`config.mk`:
```
export PLATFORM = sky130hd
export DESIGN_NAME = uart_rx_sampler_flat
export DESIGN_NICKNAME = d
export VERILOG_FILES = /design/src/rtl/uart_pkg.sv /design/src/rtl/uart_rx_sampler_if.sv /design/src/rtl/uart_baud_tick.sv /design/src/rtl/uart_rx_sampler.sv /design/src/flat_wrapper.sv
export SDC_FILE = /design/constraint.sdc
export NUM_CORES = 1
export LEC_CHECK = 0
export BUFFER_PORTS_ARGS = -buffer_cell sky130_fd_sc_hd__buf_2
export CORE_MARGIN = 4
export CORE_UTILIZATION = 50
export DETAILED_ROUTE_END_ITERATION = 10
export GPL_TIMING_DRIVEN = 1
export PLACE_DENSITY_LB_ADDON = 0.08
export SYNTH_ARGS = -nofsm -noshare
export SYNTH_HDL_FRONTEND = slang
export SYNTH_HIERARCHICAL = 1
export SYNTH_SLANG_ARGS = --single-unit
```
`constraint.sdc`:
```
create_clock -name clk -period 6.96 [get_ports clk]
set_input_delay 1.044 -clock clk [delete_from_list [all_inputs] [get_ports clk]]
set_output_delay 1.044 -clock clk [all_outputs]
set_load 0.03 [all_outputs]
```
`src/rtl/uart_pkg.sv`:
```
// Shared UART definitions: receiver state encoding, parity modes and the
// elaboration-time baud divider calculation.
package uart_pkg;

  typedef enum logic [2:0] {
    RX_IDLE,
    RX_START,
    RX_DATA,
    RX_PARITY,
    RX_STOP,
    RX_WAIT_IDLE
  } rx_state_t;

  localparam int PARITY_NONE = 0;
  localparam int PARITY_ODD  = 1;
  localparam int PARITY_EVEN = 2;

  // Rounded clk/(baud*oversample), clamped so the tick counter always has two states.
  function automatic int baud_div(input int clk_freq, input int baud, input int oversample);
    int den;
    int div;
    den = baud * oversample;
    div = (clk_freq + den / 2) / den;
    return (div < 2) ? 2 : div;
  endfunction

endpackage

```
`src/rtl/uart_rx_sampler_if.sv`:
```
// Receive-side character interface between the UART sampler and the RX FIFO.
interface uart_rx_sampler_if
  import uart_pkg::*;
#(
  parameter int DATA_BITS = 8
);
  // Handshake: o_data_valid is a one-cycle push with no ready/back-pressure;
  // o_data and both error flags are meaningful only in that cycle and are held
  // afterwards. o_break is a separate one-cycle pulse never paired with o_data_valid.
  logic                 o_data_valid;
  logic [DATA_BITS-1:0] o_data;
  logic                 o_parity_error;
  logic                 o_frame_error;
  logic                 o_break;
  rx_state_t            o_dbg_state;

  modport master (
    output o_data_valid, o_data, o_parity_error, o_frame_error, o_break, o_dbg_state
  );

  modport slave (
    input o_data_valid, o_data, o_parity_error, o_frame_error, o_break, o_dbg_state
  );

endinterface

```
`src/rtl/uart_baud_tick.sv`:
```
// Oversample tick generator: counts 0..DIV-1 and pulses o_tick on the last count.
module uart_baud_tick #(
  parameter int DIV = 10
) (
  input  logic clk,
  input  logic n_rst,
  input  logic i_restart,
  output logic o_tick
);

  localparam int            CW       = $clog2(DIV);
  localparam logic [CW-1:0] CNT_LAST = CW'(DIV - 1);

  logic [CW-1:0] cnt_q;
  logic [CW-1:0] cnt_d;

  always_comb begin
    if (i_restart || (cnt_q == CNT_LAST)) begin
      cnt_d = '0;
    end else begin
      cnt_d = cnt_q + CW'(1);
    end
  end

  always_ff @(posedge clk or negedge n_rst) begin
    if (!n_rst) begin
      cnt_q <= '0;
    end else begin
      cnt_q <= cnt_d;
    end
  end

  assign o_tick = (cnt_q == CNT_LAST);

endmodule

```
`src/rtl/uart_rx_sampler.sv`:
```
// Oversampling UART receiver front end: synchronises the line, qualifies start
// bits, majority-votes each bit and deframes characters, parity, framing and break.
module uart_rx_sampler
  import uart_pkg::*;
#(
  parameter int CLK_FREQ   = 50000000,
  parameter int BAUD_RATE  = 115200,
  parameter int OVERSAMPLE = 16,
  parameter int DATA_BITS  = 8,
  parameter int STOP_BITS  = 1,
  parameter int PARITY     = PARITY_NONE
) (
  input  logic              clk,
  input  logic              n_rst,
  input  logic              i_rx,
  uart_rx_sampler_if.master rx_if
);

  localparam int            DIV       = baud_div(CLK_FREQ, BAUD_RATE, OVERSAMPLE);
  localparam int            SW        = $clog2(OVERSAMPLE);
  localparam logic [SW-1:0] S_LAST    = SW'(OVERSAMPLE - 1);
  localparam logic [SW-1:0] S_MID_LO  = SW'(OVERSAMPLE / 2 - 1);
  localparam logic [SW-1:0] S_MID     = SW'(OVERSAMPLE / 2);
  localparam logic [SW-1:0] S_MID_HI  = SW'(OVERSAMPLE / 2 + 1);
  localparam logic [3:0]    BIT_LAST  = 4'(DATA_BITS - 1);
  localparam logic [1:0]    STOP_LAST = 2'(STOP_BITS - 1);
  localparam bit            HAS_PAR   = (PARITY != PARITY_NONE);

  rx_state_t state_q, state_d;

  logic sync1_q, sync2_q, rx_prev_q;
  logic rx_fall;
  logic tick;
  logic restart;

  logic [SW-1:0]        s_q, s_d, s_nxt;
  logic                 smp_lo_q, smp_lo_d;
  logic                 smp_mid_q, smp_mid_d;
  logic [DATA_BITS-1:0] shift_q, shift_d;
  logic [3:0]           bit_cnt_q, bit_cnt_d;
  logic [1:0]           stop_cnt_q, stop_cnt_d;
  logic                 stop_err_q, stop_err_d;
  logic                 par_bit_q, par_bit_d;

  logic [DATA_BITS-1:0] data_q, data_d;
  logic                 valid_q, valid_d;
  logic                 perr_q, perr_d;
  logic                 ferr_q, ferr_d;
  logic                 brk_q, brk_d;

  logic vote_now;
  logic vote;
  logic stop_bad;
  logic par_xor;
  logic par_err;

  // Two-flop synchroniser plus one history flop for edge detection; idle-high reset.
  always_ff @(posedge clk or negedge n_rst) begin
    if (!n_rst) begin
      sync1_q   <= 1'b1;
      sync2_q   <= 1'b1;
      rx_prev_q <= 1'b1;
    end else begin
      sync1_q   <= i_rx;
      sync2_q   <= sync1_q;
      rx_prev_q <= sync2_q;
    end
  end

  assign rx_fall = rx_prev_q & ~sync2_q;
  assign restart = (state_q == RX_IDLE) & rx_fall;

  uart_baud_tick #(
    .DIV (DIV)
  ) u_baud_tick (
    .clk       (clk),
    .n_rst     (n_rst),
    .i_restart (restart),
    .o_tick    (tick)
  );

  // Sample index s advances on each tick; s == k means the k-th sample of the bit.
  assign s_nxt    = (s_q == S_LAST) ? '0 : s_q + SW'(1);
  assign vote_now = tick & (s_nxt == S_MID_HI);
  assign vote     = (smp_lo_q & smp_mid_q) | (smp_lo_q & sync2_q) | (smp_mid_q & sync2_q);
  assign stop_bad = stop_err_q | ~vote;

  assign par_xor = ^{shift_q, par_bit_q};
  assign par_err = (PARITY == PARITY_ODD)  ? ~par_xor :
                   (PARITY == PARITY_EVEN) ?  par_xor : 1'b0;

  always_ff @(posedge clk or negedge n_rst) begin
    if (!n_rst) begin
      state_q <= RX_IDLE;
    end else begin
      state_q <= state_d;
    end
  end

  // All bit-level transitions happen at the mid-bit vote, so after a good stop
  // bit the receiver is already idle for the next start edge.
  always_comb begin
    state_d = state_q;
    case (state_q)
      RX_IDLE: begin
        if (rx_fall) state_d = RX_START;
      end
      RX_START: begin
        if (vote_now) state_d = vote ? RX_IDLE : RX_DATA;
      end
      RX_DATA: begin
        if (vote_now && (bit_cnt_q == BIT_LAST)) state_d = HAS_PAR ? RX_PARITY : RX_STOP;
      end
      RX_PARITY: begin
        if (vote_now) state_d = RX_STOP;
      end
      RX_STOP: begin
        if (vote_now && (stop_cnt_q == STOP_LAST)) state_d = stop_bad ? RX_WAIT_IDLE : RX_IDLE;
      end
      RX_WAIT_IDLE: begin
        if (sync2_q) state_d = RX_IDLE;
      end
      default: state_d = RX_IDLE;
    endcase
  end

  always_comb begin
    s_d        = s_q;
    smp_lo_d   = smp_lo_q;
    smp_mid_d  = smp_mid_q;
    shift_d    = shift_q;
    bit_cnt_d  = bit_cnt_q;
    stop_cnt_d = stop_cnt_q;
    stop_err_d = stop_err_q;
    par_bit_d  = par_bit_q;
    data_d     = data_q;
    perr_d     = perr_q;
    ferr_d     = ferr_q;
    valid_d    = 1'b0;
    brk_d      = 1'b0;

    if (state_q == RX_IDLE) begin
      s_d        = '0;
      bit_cnt_d  = '0;
      stop_cnt_d = '0;
      stop_err_d = 1'b0;
      par_bit_d  = 1'b0;
    end else if (tick) begin
      s_d = s_nxt;
      if (s_nxt == S_MID_LO) smp_lo_d  = sync2_q;
      if (s_nxt == S_MID)    smp_mid_d = sync2_q;
    end

    if (vote_now) begin
      case (state_q)
        RX_DATA: begin
          shift_d   = {vote, shift_q[DATA_BITS-1:1]};
          bit_cnt_d = bit_cnt_q + 4'd1;
        end
        RX_PARITY: begin
          par_bit_d = vote;
        end
        RX_STOP: begin
          stop_err_d = stop_bad;
          stop_cnt_d = stop_cnt_q + 2'd1;
          if (stop_cnt_q == STOP_LAST) begin
            // An all-zero frame with a low stop is a held-low line, not a character.
            if (!stop_bad || (shift_q != '0) || par_bit_q) begin
              valid_d = 1'b1;
              data_d  = shift_q;
              perr_d  = par_err;
              ferr_d  = stop_bad;
            end else begin
              brk_d = 1'b1;
            end
          end
        end
        default: ;
      endcase
    end
  end

  always_ff @(posedge clk or negedge n_rst) begin
    if (!n_rst) begin
      s_q        <= '0;
      smp_lo_q   <= 1'b1;
      smp_mid_q  <= 1'b1;
      shift_q    <= '0;
      bit_cnt_q  <= '0;
      stop_cnt_q <= '0;
      stop_err_q <= 1'b0;
      par_bit_q  <= 1'b0;
      data_q     <= '0;
      valid_q    <= 1'b0;
      perr_q     <= 1'b0;
      ferr_q     <= 1'b0;
      brk_q      <= 1'b0;
    end else begin
      s_q        <= s_d;
      smp_lo_q   <= smp_lo_d;
      smp_mid_q  <= smp_mid_d;
      shift_q    <= shift_d;
      bit_cnt_q  <= bit_cnt_d;
      stop_cnt_q <= stop_cnt_d;
      stop_err_q <= stop_err_d;
      par_bit_q  <= par_bit_d;
      data_q     <= data_d;
      valid_q    <= valid_d;
      perr_q     <= perr_d;
      ferr_q     <= ferr_d;
      brk_q      <= brk_d;
    end
  end

  assign rx_if.o_data_valid   = valid_q;
  assign rx_if.o_data         = data_q;
  assign rx_if.o_parity_error = perr_q;
  assign rx_if.o_frame_error  = ferr_q;
  assign rx_if.o_break        = brk_q;
  assign rx_if.o_dbg_state    = state_q;

endmodule

```
`src/flat_wrapper.sv`:
```
// flat-port wrapper written by rule: the top's interface ports become plain ports
module uart_rx_sampler_flat import uart_pkg::*;
#(
  parameter int CLK_FREQ   = 50000000,
  parameter int BAUD_RATE  = 115200,
  parameter int OVERSAMPLE = 16,
  parameter int DATA_BITS  = 8,
  parameter int STOP_BITS  = 1,
  parameter int PARITY     = PARITY_NONE
)
  (clk, n_rst, i_rx, rx_if_o_data_valid, rx_if_o_data, rx_if_o_parity_error, rx_if_o_frame_error, rx_if_o_break, rx_if_o_dbg_state);
  uart_rx_sampler_if #(.DATA_BITS(DATA_BITS)) rx_if_i ();
  input  logic clk;
  input  logic n_rst;
  input  logic i_rx;
  output wire logic [$bits(rx_if_i.o_data_valid)-1:0] rx_if_o_data_valid;
  output wire logic [$bits(rx_if_i.o_data)-1:0] rx_if_o_data;
  output wire logic [$bits(rx_if_i.o_parity_error)-1:0] rx_if_o_parity_error;
  output wire logic [$bits(rx_if_i.o_frame_error)-1:0] rx_if_o_frame_error;
  output wire logic [$bits(rx_if_i.o_break)-1:0] rx_if_o_break;
  output wire logic [$bits(rx_if_i.o_dbg_state)-1:0] rx_if_o_dbg_state;
  assign rx_if_o_data_valid = rx_if_i.o_data_valid;
  assign rx_if_o_data = rx_if_i.o_data;
  assign rx_if_o_parity_error = rx_if_i.o_parity_error;
  assign rx_if_o_frame_error = rx_if_i.o_frame_error;
  assign rx_if_o_break = rx_if_i.o_break;
  assign rx_if_o_dbg_state = rx_if_i.o_dbg_state;
  uart_rx_sampler #(.CLK_FREQ(CLK_FREQ), .BAUD_RATE(BAUD_RATE), .OVERSAMPLE(OVERSAMPLE), .DATA_BITS(DATA_BITS), .STOP_BITS(STOP_BITS), .PARITY(PARITY)) u_core (.clk(clk), .n_rst(n_rst), .i_rx(i_rx), .rx_if(rx_if_i));
endmodule
```
* Word-level counts from Yosys, hierarchy flattened
Index checks and enable logic that the tools add are counted.
Widths: inputs -> output; s select.
** Operators by class
- Add/subtract/negate cells :: 4
- Equality and inequality tests :: 17
- Muxes and demuxes :: 33
- Bitwise logic cells :: 12
- Reduce and logical (&&, ||, !) cells :: 15
** Operator list (count)
- $mux 4 :: 6
- $mux 3 :: 7
- $pmux 3 s6 :: 1
- $mux 1 :: 14
- $eq 4x4->1 const B :: 3
- $ne 2x1->1 const B :: 6
- $add 4x1->4 const B :: 2
- $eq 4x3->1 const B :: 2
- $mux 2 :: 4
- $reduce_bool 8->1 :: 1
- $and 1x1->1 :: 6
- $eq 3x2->1 const B :: 2
- $eq 3x3->1 const B :: 2
- $reduce_and 3->1 :: 2
- $reduce_and 6->1 :: 1
- $add 5x1->5 const B :: 1
- $eq 5x5->1 const B :: 1
- $mux 5 :: 1
- $reduce_and 4->1 :: 1
- $eq 3x1->1 const B :: 1
- $logic_not 3->1 :: 1
- $logic_or 1x1->1 :: 3
- $not 1->1 :: 3
- $or 1x1->1 :: 3
- other kinds (6) :: 7
** Word-level totals
- Flip-flop bits (word level) :: 44
- Input port bits :: 3
- Output and inout port bits :: 15
- Logic and storage cells :: 98

* Logic depth before layout (Yosys ltp)
Gate-level depths: netlist of run 1.
- Depth in word-level cells :: 12
- Gate-level depth with buffers :: 10
- Gate-level depth less buffers :: 7

* Modules after synthesis
The synthesis of run 1 kept the hierarchy.
** By module, submodules not included
- uart_rx_sampler :: times used 1, cells an instance 171, area an instance 1945.6 sq um, sequential area each 982.2 sq um
- uart_baud_tick :: times used 1, cells an instance 22, area an instance 284.0 sq um, sequential area each 125.1 sq um

* Least setup slack after synthesis of run 1
OpenSTA, ideal clock, no wires.
- Path type :: reg-to-reg
- From :: reg u_core.u_baud_tick.cnt_q[0]
- To :: reg u_core.data_q[0] (netlist: u_core/rx_if.o_data[0])
- Setup time :: 0.125 ns
- Data arrival time :: 2.194 ns
- Required time :: 6.835 ns
- Path slack :: 4.641 ns
- Stages on the path, launching flop included :: 11
- Buffers on the path :: 3
- Clock period less this slack :: 2.319 ns
- Cells stage by stage :: dfrtp_1 -> inv_1 -> ha_1 -> and4b_1 -> buf_6 -> buf_2 -> and3b_2 -> a22o_2 -> buf_6 -> o211ai_4 -> mux2_2
** On the way
- Cells in the longest elaborated chain, start to end :: 3
** RTL lines
- start: declaration :: RTL line uart_baud_tick.sv:14 : logic [CW-1:0] cnt_q;
- start signal: assignment :: RTL line uart_baud_tick.sv:29 : cnt_q <= cnt_d;
- $eq 5x5->1 :: RTL line uart_baud_tick.sv:33 : assign o_tick = (cnt_q == CNT_LAST);
- named net u_core.tick :: RTL line uart_rx_sampler.sv:33 : logic tick;
- $and 1x1->1 :: RTL line uart_rx_sampler.sv:84 : assign vote_now = tick & (s_nxt == S_MID_HI);
- $reduce_and 4->1 (no line)
- end signal: assignment :: RTL line uart_rx_sampler.sv:207 : data_q <= data_d;
- end: declaration :: RTL line uart_rx_sampler.sv:45 : logic [DATA_BITS-1:0] data_q, data_d;
The timed path passes the listed nets, and every way through them passes these cells.
A chain may end at the register's enable or synchronous reset.

* Worst setup path after layout of run 1
- From :: reg u_core.u_baud_tick.cnt_q[0]
- To :: reg u_core.shift_q[0]
** On the way
- Cells in the longest elaborated chain, start to end :: 3
** RTL lines
- $eq 5x5->1 :: RTL line uart_baud_tick.sv:33
- named net u_core.tick :: RTL line uart_rx_sampler.sv:33
- $and 1x1->1 :: RTL line uart_rx_sampler.sv:84
- $reduce_and 2->1 (no line)
- end signal: assignment :: RTL line uart_rx_sampler.sv:202 : shift_q <= shift_d;
- end: declaration :: RTL line uart_rx_sampler.sv:39 : logic [DATA_BITS-1:0] shift_q, shift_d;
The timed path passes the listed nets, and every way through them passes these cells.

==> results.sh, run 1 <==
export IMPL_setup_violations=0
export IMPL_numCtsBuffers=5
export IMPL_worst_path_largest_cell_delay_ps=600
export IMPL_start_util=0.516
export IMPL_worstPathRequired_ps=7140
export IMPL_hpwl_um=2970
export IMPL_period_needed_ps=2650
export IMPL_swShare=0.254
export IMPL_die_w_um=74.8
export IMPL_worstPathCellList="inv_1 -> ha_1 -> and4b_1 -> and4bb_2 -> a22o_2 -> nand3_2 -> mux2_2"
export IMPL_ff_latch_area_sq_um=1110
export IMPL_drive_above_1_share=0.273
export IMPL_final_setup_skew_ps=10.2
export IMPL_final_setup_tns_ps=0
export IMPL_ys_flop_type="dfrtp_1"
export IMPL_slew_headroom=0.372
export IMPL_crit_path_top_delay_cell="and4b_1"
export IMPL_antenna_cells=0
export IMPL_sequentialPowerShare=0.506
export IMPL_cts_tree="yes"
export IMPL_multi_input_area_sq_um=1020
export IMPL_antenna_left=0
export IMPL_area_delta_synth_final_pct=9.76
export IMPL_first_pass_iters=4
export IMPL_coreArea_sq_um=4320
export IMPL_fillerInstances=398
export IMPL_root_buffer="clkbuf_8"
export IMPL_internal_power_mw=0.431
export IMPL_cts_setup_buffers=0
export IMPL_period_share=0.381
export IMPL_hold_violations=0
export IMPL_routed_via_count=1529
export IMPL_rsz0062_at_grt="false"
export IMPL_whs_ps=359
export IMPL_synth_seq_cells=44
export IMPL_switchingPower_mw=0.147
export IMPL_hold_path_class="flop to flop"
export IMPL_maxCapViolations=0
export IMPL_slew_viol_final=0
export IMPL_grt_antenna_before_repair=0
export IMPL_die_h_um=74.8
export IMPL_cts_resized=0
export IMPL_worst_pin_slew_ps=942
export IMPL_grt_max_degree=45
export IMPL_fin_nets=219
export IMPL_worstPathArrival_ps=2830
export IMPL_worstSetupPathType="flop to flop"
export IMPL_yosysWarningCount=6
export IMPL_cts_clk_slew_worst_paths_ps=80
export IMPL_status="complete, no violations"
export IMPL_htreeDepth=2
export IMPL_wl_um=4100
export IMPL_postSynthCellCount=193
export IMPL_crit_path_start_kind="flop"
export IMPL_layout_commonest_cell="dfrtp_1"
export IMPL_end_kind="flop"
export IMPL_synth_edf_count=0
export IMPL_p_per_area_nw_per_um2=236
export IMPL_drtIter0Drc=61
export IMPL_ios=18
export IMPL_port_buffers=16
export IMPL_cts_sinks=44
export IMPL_synth_nets=204
export IMPL_grt_overflow_total=0
export IMPL_wl_per_cell_um=15.7
export IMPL_netlist_area_sq_um=2230
export IMPL_p_leak_nw=1.17
export IMPL_yosysSeqAreaShare=0.497
export IMPL_avgSynthCellArea_sq_um=11.6
export IMPL_worstPathMaxFanout=15
export IMPL_viasPerCell=5.86
export IMPL_async_flop_share=1.00
export IMPL_insertion_delay_ps=290
export IMPL_yosysUniqueCellTypes=54
export IMPL_grt_first_pass_wirelength_um=6820
export IMPL_grt_pass1_vias=1421
export IMPL_hold_buffers=0
export IMPL_max_vdd_ir_drop_v=0.0000987
export IMPL_final_cell_mix="39 x dfrtp_1, 18 x mux2_2, 16 x buf_2, 13 x inv_1, 11 x nand3_1"
export IMPL_post_route_util=0.566
export IMPL_fmax_mhz=377
export IMPL_drcViolationCount=0
export IMPL_routabilityCongestion=0.917
export IMPL_dieArea_sq_um=5590
export IMPL_clockBufferDepth=2
export IMPL_grt_total_usage=0.161
export IMPL_pwr_share_comb=0.133
export IMPL_power_frac_clock=0.361
export IMPL_std_cell_rows=24
[power groups by stage]
stage | sequential (mW) | combinational, mW | clock, mW
finish | 0.292 | 0.0770 | 0.209
CTS | 0.293 | 0.0777 | 0.214
global placement | 0.295 | 0.0752 | 0
floorplan | 0.292 | 0.0622 | 0
detailed placement | 0.298 | 0.0775 | 0
global route | 0.295 | 0.0871 | 0.228
[synth_stat cells, drive strengths merged, types with 2 or more instances]
cell type	count	area, sq um
a21oi	8	40.0
and4	4	35.0
buf	7	50.1
dfrtp	39	976
dfstp	5	131
ha	8	100
inv	13	48.8
mux2	19	214
mux2i	5	50.1
nand2	8	30.0
nand2b	2	12.5
nand3	12	65.1
nand3b	2	15.0
nand4	2	12.5
nor2	9	33.8
nor3	8	40.0
nor4	3	48.8
o211ai	3	36.3
o21ai	5	25.0
o21bai	2	15.0
xnor2	2	17.5
[worst paths after layout]
path	start	slack, ps	depth (start not counted)	to
max in group asynchronous	n_rst	5480	1	u_core/rx_if.o_dbg_state[1]
min reg2reg	u_core/sync1_q	360	0	u_core/sync2_q
min in group asynchronous	n_rst	900	1	u_core/rx_if.o_data[5]
max reg2reg	u_core/u_baud_tick/cnt_q[0]	4310	7	u_core/shift_q[0]
max	u_core/u_baud_tick/cnt_q[0]	4310	7	u_core/shift_q[0]
min	u_core/sync1_q	360	0	u_core/sync2_q
[metrics by stage]
step / std cells / setup WS, ps / instance area [sq um] / total power, mW
3_3_place_gp: 253 / 4440 / 2320 / 0.370
5_1_grt: 261 / 4130 / 2450 / 0.611
6_report: 261 / 4310 / 2450 / 0.578
2_1_floorplan: 193 / 4640 / 2230 / 0.354
4_1_cts: 261 / 4330 / 2450 / 0.585
3_5_place_dp: 253 / 4330 / 2320 / 0.375
[cell type report]
| class | instances | area share |
|---|---|---|
| clock inverter | 1 | 0.0123 |
| timing repair buffer | 16 | 0.0327 |
| clock buffer | 7 | 0.0394 |
| sequential | 44 | 0.452 |
| multi-input combinational | 128 | 0.417 |
| tap | 52 | 0.0266 |
| inverter | 13 | 0.0199 |
[per-layer routing]
metal / vias to the layer above / part of all wire / track usage
met5: - / 0 / 0
met4: 0 / 0.013 / 0.0593
met3: 6 / 0.049 / 0.0320
met2: 38 / 0.47 / 0.258
met1: 751 / 0.46 / 0.218
li1: 734 / - / -
[registers in the layout (all words and copies together), names as in the netlist, 2 cells and up]
signal,flops
u_core/shift_q,8
u_core/rx_if.o_dbg_state,3
u_core/stop_cnt_q,2
u_core/u_baud_tick/cnt_q,5
u_core/rx_if.o_data,8
u_core/bit_cnt_q,4
u_core/s_q,4
[worst max-delay path: cells and delay by family (launching register included)]
family | cells | cell delay (ps)
buffers and inverters | 1 | 70
multiplexers | 1 | 370
adder cells (fa/ha/maj) | 1 | 130
AND/OR/NAND/NOR | 3 | 1240
AO/OA/AOI/OAI | 1 | 300
flip-flops | 1 | 420
[kinds of logic (layout without fill, tap and decap cells)]
family / count (synthesis) / in the layout / share of synthesized area
compound gates: 31 / 31 / 0.104
flops: 44 / 44 / 0.497
simple gates: 60 / 60 / 0.172
buf+inv: 21 / 37 / 0.0460
xor+xnor: 3 / 3 / 0.0118
mux: 24 / 24 / 0.118
fa+ha+maj: 9 / 9 / 0.0499
other cells: 1 / 1 / 0.00168
Note: power is estimated with default switching activity, not from simulation.
==> inputs of run 2 (changes only) <==
ABC_AREA = 1   (was not set)
clock period = 2.3 ns   (was 6.96 ns; I/O delays follow)
==> run 2 against run 1 <==
Compared with the run above:
- sequential cell count unchanged
- first-iteration DRC count grew 26%
- non-clock buffer count grew 1
- synthesized cell count rose by 30%
- power increased to 3.3 times the previous value
- worst setup slack got worse by 3800 ps
- clock power up 130%
- clock skew is 6.7 ps lower
- clock-buffer cell count is 1 higher
- wire length fell by 8.8%
- fmax rose by 49%
- critical endpoint is now u_core/rx_if.o_data[6]
- highest routed layer unchanged
==> results.sh, run 2 <==
export IMPL_final_cell_mix="71 x nand2_1, 39 x dfrtp_1, 28 x inv_1, 20 x nand3_1, 20 x o21ai_0"
export IMPL_synth_most_common_cell="nand2_1"
export IMPL_drtIter0Drc=77
export IMPL_area_delta_synth_final_pct=9.44
export IMPL_cts_clk_slew_worst_paths_ps=70
export IMPL_antenna_left=0
export IMPL_hold_path_class="input pin to asynchronous set/reset pin"
export IMPL_grt_antenna_before_repair=0
export IMPL_routabilityCongestion=0.822
export IMPL_coreArea_sq_um=4120
export IMPL_grt_pass1_vias=1406
export IMPL_cts_tree="yes"
export IMPL_final_setup_skew_ps=3.57
export IMPL_yosys_top_cells_area="dfrtp_1 45%, nand2_1 12%, dfstp_2 6.0%"
export IMPL_grt_first_pass_wirelength_um=6330
export IMPL_dpl_cell_count=314
export IMPL_grt_overflow_total=0
export IMPL_cts_sinks=44
export IMPL_avgSynthCellArea_sq_um=8.66
export IMPL_clockBufferDepth=2
export IMPL_worstPathArrival_ps=2010
export IMPL_routed_via_count=1597
export IMPL_grt_max_degree=45
export IMPL_die_w_um=73.9
export IMPL_hold_buffers=0
export IMPL_slew_viol_final=0
export IMPL_hold_violations=0
export IMPL_drcViolationCount=0
export IMPL_yosysSeqAreaShare=0.509
export IMPL_netlist_area_sq_um=2170
export IMPL_start_util=0.528
export IMPL_fillerInstances=382
export IMPL_port_buffers=16
export IMPL_worst_pin_slew_ps=552
export IMPL_fin_nets=282
export IMPL_first_pass_iters=4
export IMPL_ys_flop_type="dfrtp_1"
export IMPL_yosys_area_top_type="dfrtp_1"
export IMPL_crit_path_start_kind="flop"
export IMPL_dieArea_sq_um=5470
export IMPL_grt_total_usage=0.151
export IMPL_p_per_area_nw_per_um2=809
export IMPL_hpwl_um=2690
export IMPL_period_share=0.773
export IMPL_rsz0062_at_grt="false"
export IMPL_insertion_delay_ps=290
export IMPL_synth_commonest_cells="71 x nand2_1, 39 x dfrtp_1, 28 x inv_1"
export IMPL_synth_top_area_frac=0.449
export IMPL_htreeDepth=2
export IMPL_setup_violations=0
export IMPL_r2r_start="u_core/u_baud_tick/cnt_q[0]"
export IMPL_r2r_cells=12
export IMPL_design_area_sq_um=2380
export IMPL_maxCapViolations=0
export IMPL_synth_seq_cells=44
export IMPL_stdcell_count=322
export IMPL_worstSetupPathType="flop to flop"
export IMPL_yosysUniqueCellTypes=31
export IMPL_worstPathMaxFanout=14
export IMPL_max_vdd_ir_drop_v=0.000484
export IMPL_postSynthCellCount=251
export IMPL_synth_edf_count=0
export IMPL_layout_commonest_cell="nand2_1"
export IMPL_rrSetupSlack_ps=520
export IMPL_std_cell_rows=23
export IMPL_synth_nets=262
export IMPL_worstPathRequired_ps=2530
export IMPL_fmax_mhz=563
export IMPL_numCtsBuffers=5
export IMPL_drive_above_1_share=0.173
export IMPL_rr_endpoint="u_core/rx_if.o_data[6]"
export IMPL_root_buffer="clkbuf_8"
export IMPL_end_kind="flop"
export IMPL_viasPerCell=4.96
export IMPL_async_flop_share=1.00
export IMPL_wl_per_cell_um=11.6
export IMPL_period_needed_ps=1780
export IMPL_final_setup_tns_ps=0
export IMPL_postPlaceCellArea_sq_um=2290
export IMPL_p_leak_nw=1.25
export IMPL_wl_um=3740
export IMPL_slew_headroom=0.632
export IMPL_yosysWarningCount=6
export IMPL_ios=18
export IMPL_status="complete, no violations"
export IMPL_cts_setup_buffers=0
export IMPL_die_h_um=73.9
export IMPL_cts_resized=0
export IMPL_antenna_cells=0
-- run 2: cell type report --
type	count	area, sq um	area share
well taps	50	62.6	0.0263
clock buffers	8	90.1	0.0379
inverters	31	118	0.0494
repair buffers	17	87.6	0.0368
flip-flops and latches	44	1110	0.466
multi-input cells	172	913	0.384
-- run 2: worst max-delay path by stage --
stage,from,to,cells past startpoint
finish,u_core/u_baud_tick/cnt_q[0],u_core/rx_if.o_data[6],12
detailed placement,u_core/u_baud_tick/cnt_q[0],u_core/rx_if.o_data[6],12
CTS,u_core/u_baud_tick/cnt_q[0],u_core/rx_if.o_data[6],12
global route,u_core/u_baud_tick/cnt_q[0],u_core/rx_if.o_dbg_state[0],13
global placement,u_core/u_baud_tick/cnt_q[0],u_core/rx_if.o_data[5],12
floorplan,u_core/u_baud_tick/cnt_q[0],u_core/rx_if.o_data[3],12
-- run 2: kinds of logic after synthesis --
family,Yosys count,share of synthesized area
AND/OR/NAND/NOR,130,0.287
flip-flops,44,0.510
buffers and inverters,35,0.0702
AO/OA/AOI/OAI,30,0.0731
adder cells (fa/ha/maj),8,0.0461
XOR/XNOR,3,0.0121
other,1,0.00173
-- run 2: per-layer routing --
metal	share of wire	vias to the layer above	track usage	wire [um]
met5	0	-	0	0
li1	-	839	-	-
met1	0.54	722	0.228	2000
met4	0.017	0	0.0604	62
met3	0.042	7	0.0365	157
met2	0.41	29	0.207	1510
-- run 2: power breakdown --
group          total [mW]  leakage (nW)  switching (mW)  internal, mW
registers           0.936         0.586          0.0884         0.848
clock network       0.483        0.0455           0.238         0.245
logic               0.506         0.619           0.346         0.160
-- run 2: worst max-delay path, stage by stage, from the launching register on --
cell,delay [ps]
dfrtp_1,430
inv_1,70
ha_1,130
nand2_1,50
inv_1,60
nand2_2,60
inv_1,70
nand2_1,80
nor2_4,190
nand3_4,210
nor2_8,220
nand2_1,80
nand2_1,60
-- run 2: per-stage QoR --
stage	worst slack (ps)	power (mW)	hold slack, ps	utilization
6_report	522	1.93	130	0.578
5_1_grt	328	2.07	130	0.578
4_1_cts	496	1.95	135	0.578
3_5_place_dp	511	1.46	349	0.556
3_3_place_gp	552	1.45	347	0.556
2_1_floorplan	671	1.33	49.4	-
==> inputs of run 3 (changes only) <==
clock period = 1.64 ns   (was 2.3 ns; I/O delays follow)
==> run 3 against run 2 <==
Compared with the run above:
- the flow now finishes with violations (setup timing)
- worst setup slack worse by 570 ps
- largest power group unchanged
- highest routed layer unchanged
- sequential cell count stayed put
- die area stayed put
- critical endpoint is now u_core/shift_q[1]
- sequential share of layout area fell by 6.9 points
- first-iteration DRC count fell by 22%
- critical path depth stayed put
==> results.sh, run 3 (synthesis gave the netlist of run 2 again) <==
export IMPL_grt_antenna_before_repair=0
export IMPL_drtIter0Drc=60
export IMPL_period_needed_ps=1680
export IMPL_root_buffer="clkbuf_8"
export IMPL_fillerInstances=321
export IMPL_drive_above_1_share=0.369
export IMPL_coreArea_sq_um=4120
export IMPL_hold_path_class="input pin to flop"
export IMPL_port_buffers=16
export IMPL_crit_path_start_kind="flop"
export IMPL_sequentialPowerShare=0.413
export IMPL_final_setup_skew_ps=10.1
export IMPL_setup_violations=23
export IMPL_die_h_um=73.9
export IMPL_fin_nets=308
export IMPL_worstSetupPathType="flop to flop"
export IMPL_power_frac_clock=0.267
export IMPL_use_met2=0.253
export IMPL_p_per_area_nw_per_um2=1090
export IMPL_design_area_sq_um=2790
export IMPL_grt_pass1_vias=1587
export IMPL_r2r_start="u_core/u_baud_tick/cnt_q[0]"
export IMPL_drcViolationCount=0
export IMPL_grt_max_degree=26
export IMPL_status="finished with violations"
export IMPL_clockBufferDepth=2
export IMPL_fmax_mhz=594
export IMPL_fin_total_pwr_mw=3.05
export IMPL_hpwl_um=2830
export IMPL_dieArea_sq_um=5470
export IMPL_insertion_delay_ps=300
export IMPL_routed_via_count=1720
export IMPL_hold_violations=0
export IMPL_p_leak_nw=1.42
export IMPL_cts_sinks=44
export IMPL_internal_power_mw=2.00
export IMPL_viasPerCell=4.94
export IMPL_worstPathMaxFanout=8
export IMPL_cts_tree="yes"
export IMPL_swShare=0.344
export IMPL_grt_total_usage=0.167
export IMPL_routabilityCongestion=0.870
export IMPL_start_util=0.528
export IMPL_period_share=1.03
export IMPL_grt_use_met1=0.231
export IMPL_grt_overflow_total=0
export IMPL_violations="setup timing"
export IMPL_worstPathRequired_ps=1830
export IMPL_antenna_left=0
export IMPL_grt_first_pass_wirelength_um=7020
export IMPL_std_cell_rows=23
export IMPL_htreeDepth=2
export IMPL_wl_um=4190
export IMPL_wl_per_cell_um=12.0
export IMPL_ios=18
export IMPL_layout_commonest_cell="nand2_1"
export IMPL_switchingPower_mw=1.05
export IMPL_worst_slack_ps=-43.2
export IMPL_end_kind="flop"
export IMPL_area_delta_synth_final_pct=28.3
export IMPL_final_cell_mix="56 x nand2_1, 39 x dfrtp_1, 25 x inv_1, 19 x nand2_2, 18 x buf_4"
export IMPL_grt_busiest_layer="met2"
export IMPL_first_pass_iters=4
export IMPL_die_w_um=73.9
export IMPL_slew_viol_final=0
export IMPL_rsz0062_at_grt="true"
export IMPL_use_met3=0.0473
export IMPL_numCtsBuffers=5
export IMPL_setup_worst_path_start="u_core/u_baud_tick/cnt_q[0]"
export IMPL_maxCapViolations=0
export IMPL_worstPathArrival_ps=1870
export IMPL_min_delay_start="i_rx"
export IMPL_cts_clk_slew_worst_paths_ps=80
export IMPL_pwr_share_comb=0.320
export IMPL_antenna_cells=0
export IMPL_postPlaceCellArea_sq_um=2400
export IMPL_max_vdd_ir_drop_v=0.000809
[run 3: layout make-up]
type                    instances  area, sq um  area share
clock buffers                   5         68.8      0.0247
clock inverters                 3         42.5      0.0153
inverters                      31          124      0.0444
multi-input cells             174         1080       0.388
flip-flops and latches         44         1110       0.397
well taps                      50         62.6      0.0224
repair buffers                 41          302       0.108
[run 3: critical path, cell delays in order (launching register included)]
cell	delay, ps
dfrtp_1	380
inv_1	60
ha_2	160
nand2_1	50
inv_1	60
nand2_2	60
inv_2	60
nand2_2	60
nor2_4	230
nand3_4	180
buf_6	190
nand2_2	60
o21ai_2	50
[run 3: final timing paths]
kind | endpoint | slack (ps) | depth (start not counted)
setup / recovery | u_core/shift_q[1] | -40 | 12
hold / removal | u_core/sync1_q | 50 | 1
setup reg to reg | u_core/shift_q[1] | -40 | 12
hold reg to reg | u_core/sync2_q | 360 | 0
max in group asynchronous | u_core/shift_q[1] | 720 | 3
min in group asynchronous | u_core/u_baud_tick/cnt_q[3] | 430 | 2
[run 3: per-stage QoR]
step,hold WS [ps],utilization,setup TNS (ps),worst slack (ps),cells
2_1_floorplan,-49.6,-,0,10.9,251
3_3_place_gp,230,0.583,-198,-38.0,327
3_5_place_dp,235,0.583,-805,-76.1,327
4_1_cts,36.5,0.632,-160,-43.1,343
5_1_grt,25.9,0.678,-4680,-192,348
6_report,46.9,0.678,-583,-43.2,348
[run 3: what timing repair did]
action,in CTS,in global routing
hold endpoints to repair,14,0
pin swaps,9,11
hold buffers,1,0
setup buffers,5,5
gates cloned,2,0
resized for setup,13,46
endpoints found under the setup margin,21,31
[run 3: power groups by stage]
stage	Sequential (mW)	Combinational [mW]	Clock, mW
floorplan	1.36	0.507	0
global placement	1.28	0.883	0
detailed placement	1.28	0.888	0
CTS	1.26	0.923	0.834
global route	1.27	1.10	0.876
finish	1.26	0.978	0.815
[run 3: routing by layer]
layer | up-vias | share of wire
li1 | 898 | -
met1 | 791 | 0.50
met2 | 29 | 0.45
met3 | 2 | 0.043
met4 | 0 | 0.0057
met5 | - | 0
